## src/rtl/riscv_fetch_ctrl_if.sv

```systemverilog
// Fetch-controller bus bundle: instruction-memory req/ack, redirect, and decode valid/ready.
// master = fetch controller side, slave = memory/consumer side.
interface riscv_fetch_ctrl_if;
  logic [29:0] inst_addr;
  logic        inst_req;
  logic        inst_ack;
  logic [31:0] inst;
  logic        redirect_valid;
  logic [31:0] redirect_pc;
  logic        out_valid;
  logic        out_ready;
  logic [31:0] out_inst;
  logic [31:0] out_pc;

  modport master (
    output inst_addr, inst_req, out_valid, out_inst, out_pc,
    input  inst_ack, inst, redirect_valid, redirect_pc, out_ready
  );

  modport slave (
    input  inst_addr, inst_req, out_valid, out_inst, out_pc,
    output inst_ack, inst, redirect_valid, redirect_pc, out_ready
  );
endinterface

```

## src/rtl/riscv_fetch_ctrl.sv

```systemverilog
// Single-outstanding instruction fetch sequencer: owns the PC, fetches one word
// at a time, hands it to decode, and safely retires a fetch orphaned by a redirect.
module riscv_fetch_ctrl #(
  parameter logic [31:0] RESET_PC = 32'h0000_0000
) (
  input  logic               clk,
  input  logic               rst_n,
  riscv_fetch_ctrl_if.master bus
);

  typedef enum logic [1:0] {BOOT, FETCH, VALID, DROP} state_t;

  state_t      r_state, w_nxt_state;
  logic [31:0] r_pc, w_nxt_pc;
  logic [29:0] r_req_addr, w_nxt_req_addr;
  logic        r_inst_req, w_nxt_inst_req;
  logic        r_out_valid, w_nxt_out_valid;
  logic [31:0] r_out_inst, w_nxt_out_inst;
  logic [31:0] r_out_pc, w_nxt_out_pc;
  logic [31:0] w_target;

  assign w_target = bus.redirect_pc & ~32'h3;

  always_ff @(posedge clk or negedge rst_n) begin
    if (!rst_n) begin
      r_state     <= BOOT;
      r_pc        <= RESET_PC;
      r_req_addr  <= RESET_PC[31:2];
      r_inst_req  <= 1'b0;
      r_out_valid <= 1'b0;
      r_out_inst  <= '0;
      r_out_pc    <= '0;
    end else begin
      r_state     <= w_nxt_state;
      r_pc        <= w_nxt_pc;
      r_req_addr  <= w_nxt_req_addr;
      r_inst_req  <= w_nxt_inst_req;
      r_out_valid <= w_nxt_out_valid;
      r_out_inst  <= w_nxt_out_inst;
      r_out_pc    <= w_nxt_out_pc;
    end
  end

  always_comb begin
    w_nxt_state     = r_state;
    w_nxt_pc        = r_pc;
    w_nxt_req_addr  = r_req_addr;
    w_nxt_out_valid = r_out_valid;
    w_nxt_out_inst  = r_out_inst;
    w_nxt_out_pc    = r_out_pc;
    if (bus.redirect_valid) w_nxt_pc = w_target;

    case (r_state)
      BOOT: begin
        w_nxt_req_addr = w_nxt_pc[31:2];
        w_nxt_state    = FETCH;
      end
      FETCH: begin
        if (bus.redirect_valid) begin
          // An un-acked request must still complete before the new target can go out.
          if (bus.inst_ack) w_nxt_req_addr = w_target[31:2];
          else              w_nxt_state    = DROP;
        end else if (bus.inst_ack) begin
          w_nxt_out_inst  = bus.inst;
          w_nxt_out_pc    = r_pc;
          w_nxt_out_valid = 1'b1;
          w_nxt_pc        = r_pc + 32'd4;
          w_nxt_state     = VALID;
        end
      end
      VALID: begin
        // Redirect overrides a same-cycle accept; the consumer ignores that transfer.
        if (bus.redirect_valid || bus.out_ready) begin
          w_nxt_out_valid = 1'b0;
          w_nxt_req_addr  = w_nxt_pc[31:2];
          w_nxt_state     = FETCH;
        end
      end
      DROP: begin
        if (bus.inst_ack) begin
          w_nxt_req_addr = w_nxt_pc[31:2];
          w_nxt_state    = FETCH;
        end
      end
      default: w_nxt_state = BOOT;
    endcase

    w_nxt_inst_req = (w_nxt_state == FETCH) || (w_nxt_state == DROP);
  end

  assign bus.inst_addr = r_req_addr;
  assign bus.inst_req  = r_inst_req;
  assign bus.out_valid = r_out_valid;
  assign bus.out_inst  = r_out_inst;
  assign bus.out_pc    = r_out_pc;

endmodule
```

## src/flat_wrapper.sv

```systemverilog
// flat-port wrapper written by rule: the top's interface ports become plain ports
module riscv_fetch_ctrl_flat 
#(
  parameter logic [31:0] RESET_PC = 32'h0000_0000
)
  (clk, rst_n, bus_inst_addr, bus_inst_req, bus_out_valid, bus_out_inst, bus_out_pc, bus_inst_ack, bus_inst, bus_redirect_valid, bus_redirect_pc, bus_out_ready);
  riscv_fetch_ctrl_if bus_i ();
  input  logic clk;
  input  logic rst_n;
  output wire logic [$bits(bus_i.inst_addr)-1:0] bus_inst_addr;
  output wire logic [$bits(bus_i.inst_req)-1:0] bus_inst_req;
  output wire logic [$bits(bus_i.out_valid)-1:0] bus_out_valid;
  output wire logic [$bits(bus_i.out_inst)-1:0] bus_out_inst;
  output wire logic [$bits(bus_i.out_pc)-1:0] bus_out_pc;
  input wire logic [$bits(bus_i.inst_ack)-1:0] bus_inst_ack;
  input wire logic [$bits(bus_i.inst)-1:0] bus_inst;
  input wire logic [$bits(bus_i.redirect_valid)-1:0] bus_redirect_valid;
  input wire logic [$bits(bus_i.redirect_pc)-1:0] bus_redirect_pc;
  input wire logic [$bits(bus_i.out_ready)-1:0] bus_out_ready;
  assign bus_inst_addr = bus_i.inst_addr;
  assign bus_inst_req = bus_i.inst_req;
  assign bus_out_valid = bus_i.out_valid;
  assign bus_out_inst = bus_i.out_inst;
  assign bus_out_pc = bus_i.out_pc;
  assign bus_i.inst_ack = bus_inst_ack;
  assign bus_i.inst = bus_inst;
  assign bus_i.redirect_valid = bus_redirect_valid;
  assign bus_i.redirect_pc = bus_redirect_pc;
  assign bus_i.out_ready = bus_out_ready;
  riscv_fetch_ctrl #(.RESET_PC(RESET_PC)) u_core (.clk(clk), .rst_n(rst_n), .bus(bus_i));
endmodule
```

## config.mk

```make
export PLATFORM = sky130hd
export DESIGN_NAME = riscv_fetch_ctrl_flat
export DESIGN_NICKNAME = d
export VERILOG_FILES = /design/src/rtl/riscv_fetch_ctrl_if.sv /design/src/rtl/riscv_fetch_ctrl.sv /design/src/flat_wrapper.sv
export SDC_FILE = /design/constraint.sdc
export NUM_CORES = 1
export LEC_CHECK = 0
export CORE_UTILIZATION = 47
export DETAILED_ROUTE_END_ITERATION = 10
export DONT_BUFFER_PORTS = 1
export SETUP_SLACK_MARGIN = 0.4
export SYNTH_ARGS = -nofsm -noshare
export SYNTH_HDL_FRONTEND = slang
export SYNTH_SLANG_ARGS = --single-unit
```

## constraint.sdc

```tcl
create_clock -name clk -period 2.4 [get_ports clk]
set_clock_uncertainty 0.15 [all_clocks]
set_input_delay 0.12 -clock clk [delete_from_list [all_inputs] [get_ports clk]]
set_output_delay 0.12 -clock clk [all_outputs]
set_load 0.005 [all_outputs]
```

# Word-level counts from Yosys, hierarchy flattened
# Index checks and enable logic that the tools add are counted.
# op_classes
n_eq_ne,10
div_mod_pow,0
multipliers,0
muxes,19
bitwise,1
n_lt_le_gt_ge,0
n_addsub,1
shifts,0
n_reduce_logical,7
# op_table
operator,count
two-way mux 32 bit,4
two-way mux 30 bit,4
one-hot mux 30 bit (4 select lines),1
adder 32 x 3 -> 32 bit (second input constant),1
two-way mux 2 bit,5
!= test 2 bit (second input constant),4
one-hot mux 2 bit (4 select lines),1
AND reduction 4 bit,2
equality test 2 bit (second input constant),3
equality test 2 x 1 -> 1 bit (second input constant),2
two-way mux 1 bit,3
AND reduction 3 bit,1
logical NOT 2 bit,1
logical OR 1 bit,2
!= test 2 x 1 -> 1 bit (second input constant),1
one-hot mux 1 bit (2 select lines),1
nonzero test 2 bit,1
NOT 1 bit,1
# word_totals
memories,0
rom_bits,0
reg_bits,130
latchBits,0
mem_bits_rw,0

# Depth between registers and ports, before layout
# logic_depth
depth_word,5
mapped_depth,6
ltp_nobuf,5

# Worst setup path after synthesis
# OpenSTA, ideal clock, no wires.
# synth_path
kind,reg2reg
from,register u_core.r_pc[2]
to,register u_core.r_pc[28]
path_stages_with_launch,7
setup_slack_ps,285
required_ps,2168
arrival_time_ps,1883
cell_sequence,dfrtp_1 > ha_1 > nand3_1 > or4_1 > buf_2 > or4_1 > a31oi_1
# synth_via
elab_chain_cells,4
# synth_rtl
item,line_no,rtl
from (decl),riscv_fetch_ctrl.sv:14,"logic [31:0] r_pc, w_nxt_pc;"
from (signal assigned),riscv_fetch_ctrl.sv:35,r_pc <= w_nxt_pc;
adder 32 x 3 -> 32 bit,riscv_fetch_ctrl.sv:67,w_nxt_pc = r_pc + 32'd4;
two-way mux 32 bit,riscv_fetch_ctrl.sv:63,end else if (bus.inst_ack) begin
two-way mux 32 bit,riscv_fetch_ctrl.sv:59,if (bus.redirect_valid) begin
two-way mux 32 bit,riscv_fetch_ctrl.sv:53,case (r_state)
net u_core.w_nxt_pc[28],riscv_fetch_ctrl.sv:14,
# The timed path passes the listed nets, and every way through them passes these cells.
# A chain may end at the register's enable or synchronous reset.

# Worst setup path after layout
# layout_path
from,register u_core.r_pc[2]
to,register u_core.r_pc[22]
# The elaborated chain is that of the path after synthesis.

==> results.yml <==
place:
  portBuffers: 0
  dpl.hpwl_um: 8117
  placed_area_mm2: 0.005987
  place.gp.congestion: 0.7405
sta:
  fin_hold_ws_ns: -0.7422
  finalHoldViolations: 129
  timing.fmax_mhz: 453.8
  worst_slew_pin_slew_ns: 1.142
  slew_headroom: 0.2360
  setup_viol: 0
  slew_violations: 0
  fin_crit_ns: 2.204
  min_period_over_period: 0.9182
  rsz0062_at_grt: "yes"
  setup_tns_ns: 0
clock_network:
  cts_hold_buf: 65
  cts.sinks: 129
  clockBufferDepth: 2
  worst_skew_pair.late_latency_ns: 0.41
  cts_root_buf: "clkbuf_16"
  path_clk_slew_ns: 0.06
  cts_buffers: 17
  cts_tree: "done"
  htree_levels: 4
final_layout:
  area.growth.synth_to_final_pct: 32.65
  fin_area_mm2: 0.007605
  multiInputGateArea_mm2: 0.002492
  register_area_mm2: 0.003234
  fillCellCount: 872
  final_layout_size_suffix_gt1_frac: 0.3905
  n_antenna_cell: 0
  num-nets-final: 628
route:
  drc_errors: 0
  wirelength_um: 13550
  wire_per_inst_um: 18.98
  dr.pass1.iters: 4
  vias_per_cell: 5.650
  wl_met3_um: 822
  vias: 4034
  met2_wirelength_um: 6538
  maxUsedRoutingLayer: "met4"
  wl_met1_um: 6008
  antenna_left: 0
  dr.first_iter.drc_count: 201
synthesis:
  yosysSeqAreaShare: 0.5631
  yosys.cell_count.top_type: "dfrtp_1"
  synth_cell_type_count: 35
  synth_edf_count: 0
  async_flop_share: 1.000
  netlist_instances: 452
  synthTopCellsByArea: "dfrtp_1 (56%), mux2_2 (24%), o21ai_0 (2.2%), nand2_1 (1.8%), or4_1 (1.7%)"
  syn_area_per_cell_um2: 12.68
  synth_warnings: 0
  ys_dominant_reg_cell: "dfrtp_1"
  synthTopCellsByCount: "dfrtp_1 (129), mux2_2 (124), nand2_1 (28)"
  syn_area_mm2: 0.005733
  synth_top_cell_by_area: "dfrtp_1"
  synth_nets: 522
  synth-seq-cells: 129
  netlist.area_leader.share: 0.5631
worst_setup_path:
  path_class: "reg -> reg"
  startpoint_type: "register"
  crit_required_ns: 2.58
  cp_slowest_cell: "or4_4"
  arrival_ns: 2.38
  end_kind: "register"
  crit_chain: "ha_4 -> nand3_4 -> or4_4 -> buf_8 -> or4_1 -> a31oi_1"
  crit_fanout: 6
  slowest_delay_ns: 0.53
grt:
  grt_pass1_vias: 4044
  antenna_found_initial: 0
  grt_pass1_wl_um: 21340
  gr-total-overflow: 0
  grt_max_degree: 130
  grt_usage: 0.2208
floorplanning:
  fp.dieW_um: 112.4
  fp-row-count: 39
  core-area_mm2: 0.01166
  start_util: 0.4916
  die_h_um: 112.4
  boundaryPins: 165
  dieArea_mm2: 0.01264
power:
  p_leak_nw: 3.101
  ir_worst_vdd_uv: 501.7
  power-per-cell-area_mw_per_mm2: 889.9
run_status:
  status: "complete, but fails checks"
  violations: "negative hold slack"
hold_path:
  hp-class: "in -> async"
job:
  max_cap_viol_count: 0
final cells by class:
class,instances,share of cell area
Tap cell,143,0.02353
Sequential cell,129,0.4253
Multi-Input combinational cell,294,0.3277
Inverter,7,0.003455
Clock buffer,21,0.06186
Clock inverter,11,0.01777
Timing Repair Buffer,109,0.1403
logic make-up after synthesis:
| kind of cell | synth area share |
|---|---|
| AOI/OAI and AO/OA | 0.05325 |
| xor gates and xnor gates | 0.01833 |
| adders and majority gates | 0.002182 |
| buffers and inverters | 0.02270 |
| DFF | 0.5631 |
| muxes | 0.2453 |
| and+or+nand+nor | 0.09516 |
cell usage in the layout, fill, tap and decap left out, drive strengths merged:
master         n
dfrtp        129
mux2         124
dlygate4sd3   65
buf           43
nand2         28
o21ai         25
clkbuf        22
nor2          17
a31oi         15
or4           13
or3           10
xnor2         10
nand4          8
o31ai          7
clkinv         7
nand3          7
inv            6
nor3           4
nor4           4
nor2b          3
bufinv         3
a21oi          3
nand2b         2
o211ai         2
xor2           2
clkinvlp       2
and2           2
nand3b         1
nand4b         1
and3           1
or2            1
o311ai         1
and3b          1
mux2i          1
ha             1
metrics by stage:
| step | utilization | setup WS [ns] | power (W) | hold WS, ns | std cells |
|---|---|---|---|---|---|
| floorplan | - | 0.3152 | 0.003724 | -0.3256 | 452 |
| global placement | 0.5134 | 0.09829 | 0.003948 | -0.3232 | 591 |
| detailed placement | 0.5134 | 0.03364 | 0.003997 | -0.3231 | 591 |
| CTS | 0.6373 | 0.2046 | 0.006793 | -0.7656 | 704 |
| global route | 0.6521 | 0.1337 | 0.007081 | -0.7685 | 714 |
| finish | 0.6521 | 0.1963 | 0.006767 | -0.7422 | 714 |
worst max-delay path, delay by kind of cell (launching register included):
family	cells	cell delay [ns]
AOI/OAI and AO/OA	1	0.17
adders and majority gates	1	0.17
buffers and inverters	1	0.15
DFF	1	0.41
and+or+nand+nor	3	1.06
path summary, 6_finish.rpt:
path | slack, ns | depth (start not counted) | from | end
worst min-delay path | -0.74 | 0 | rst_n | u_core.bus.out_inst[10]$_DFFE_PN0P_
worst max register to register | 0.20 | 6 | u_core.r_pc[2]$_DFF_PN0_ | u_core.r_pc[22]$_DFF_PN0_
min in group clk | 0.05 | 3 | bus_redirect_valid | u_core.bus.out_pc[16]$_DFFE_PN0P_
worst max-delay path | 0.20 | 6 | u_core.r_pc[2]$_DFF_PN0_ | u_core.r_pc[22]$_DFF_PN0_
worst min register to register | 0.34 | 1 | u_core.r_pc[1]$_DFFE_PN0N_ | u_core.bus.out_pc[1]$_DFFE_PN0P_
max in group asynchronous | 2.61 | 0 | rst_n | u_core.r_pc[20]$_DFF_PN0_
per-layer routing:
metal / GRT usage / up-vias
li1: - / 1860
met1: 0.2923 / 2014
met2: 0.3466 / 147
met3: 0.05940 / 13
met4: 0.08800 / 0
met5: 0 / -
timing repair:
item / 4_1_cts / 5_1_grt
endpoints found under the hold margin: 226 / 129
gates cloned: 1 / 0
gates resized for setup: 11 / 25
setup buffers: 15 / 10
endpoints found under the setup margin: 47 / 41
pin swaps: 6 / 17
report_power, final:
group	switching, W	total [W]	internal [W]
clock	0.000905	0.00261	0.00170
combinational	0.000381	0.00104	0.000661
sequential	0.000424	0.00312	0.00269
total	0.00171	0.00677	0.00506
state kept, by name (all words and copies together) (netlist names):
register / count
u_core.bus.inst_addr: 30
u_core.bus.out_inst: 32
u_core.bus.out_pc: 32
u_core.bus.out_valid: 1
u_core.r_pc: 32
u_core.r_state: 2
Power figures use the tool's default switching activity.
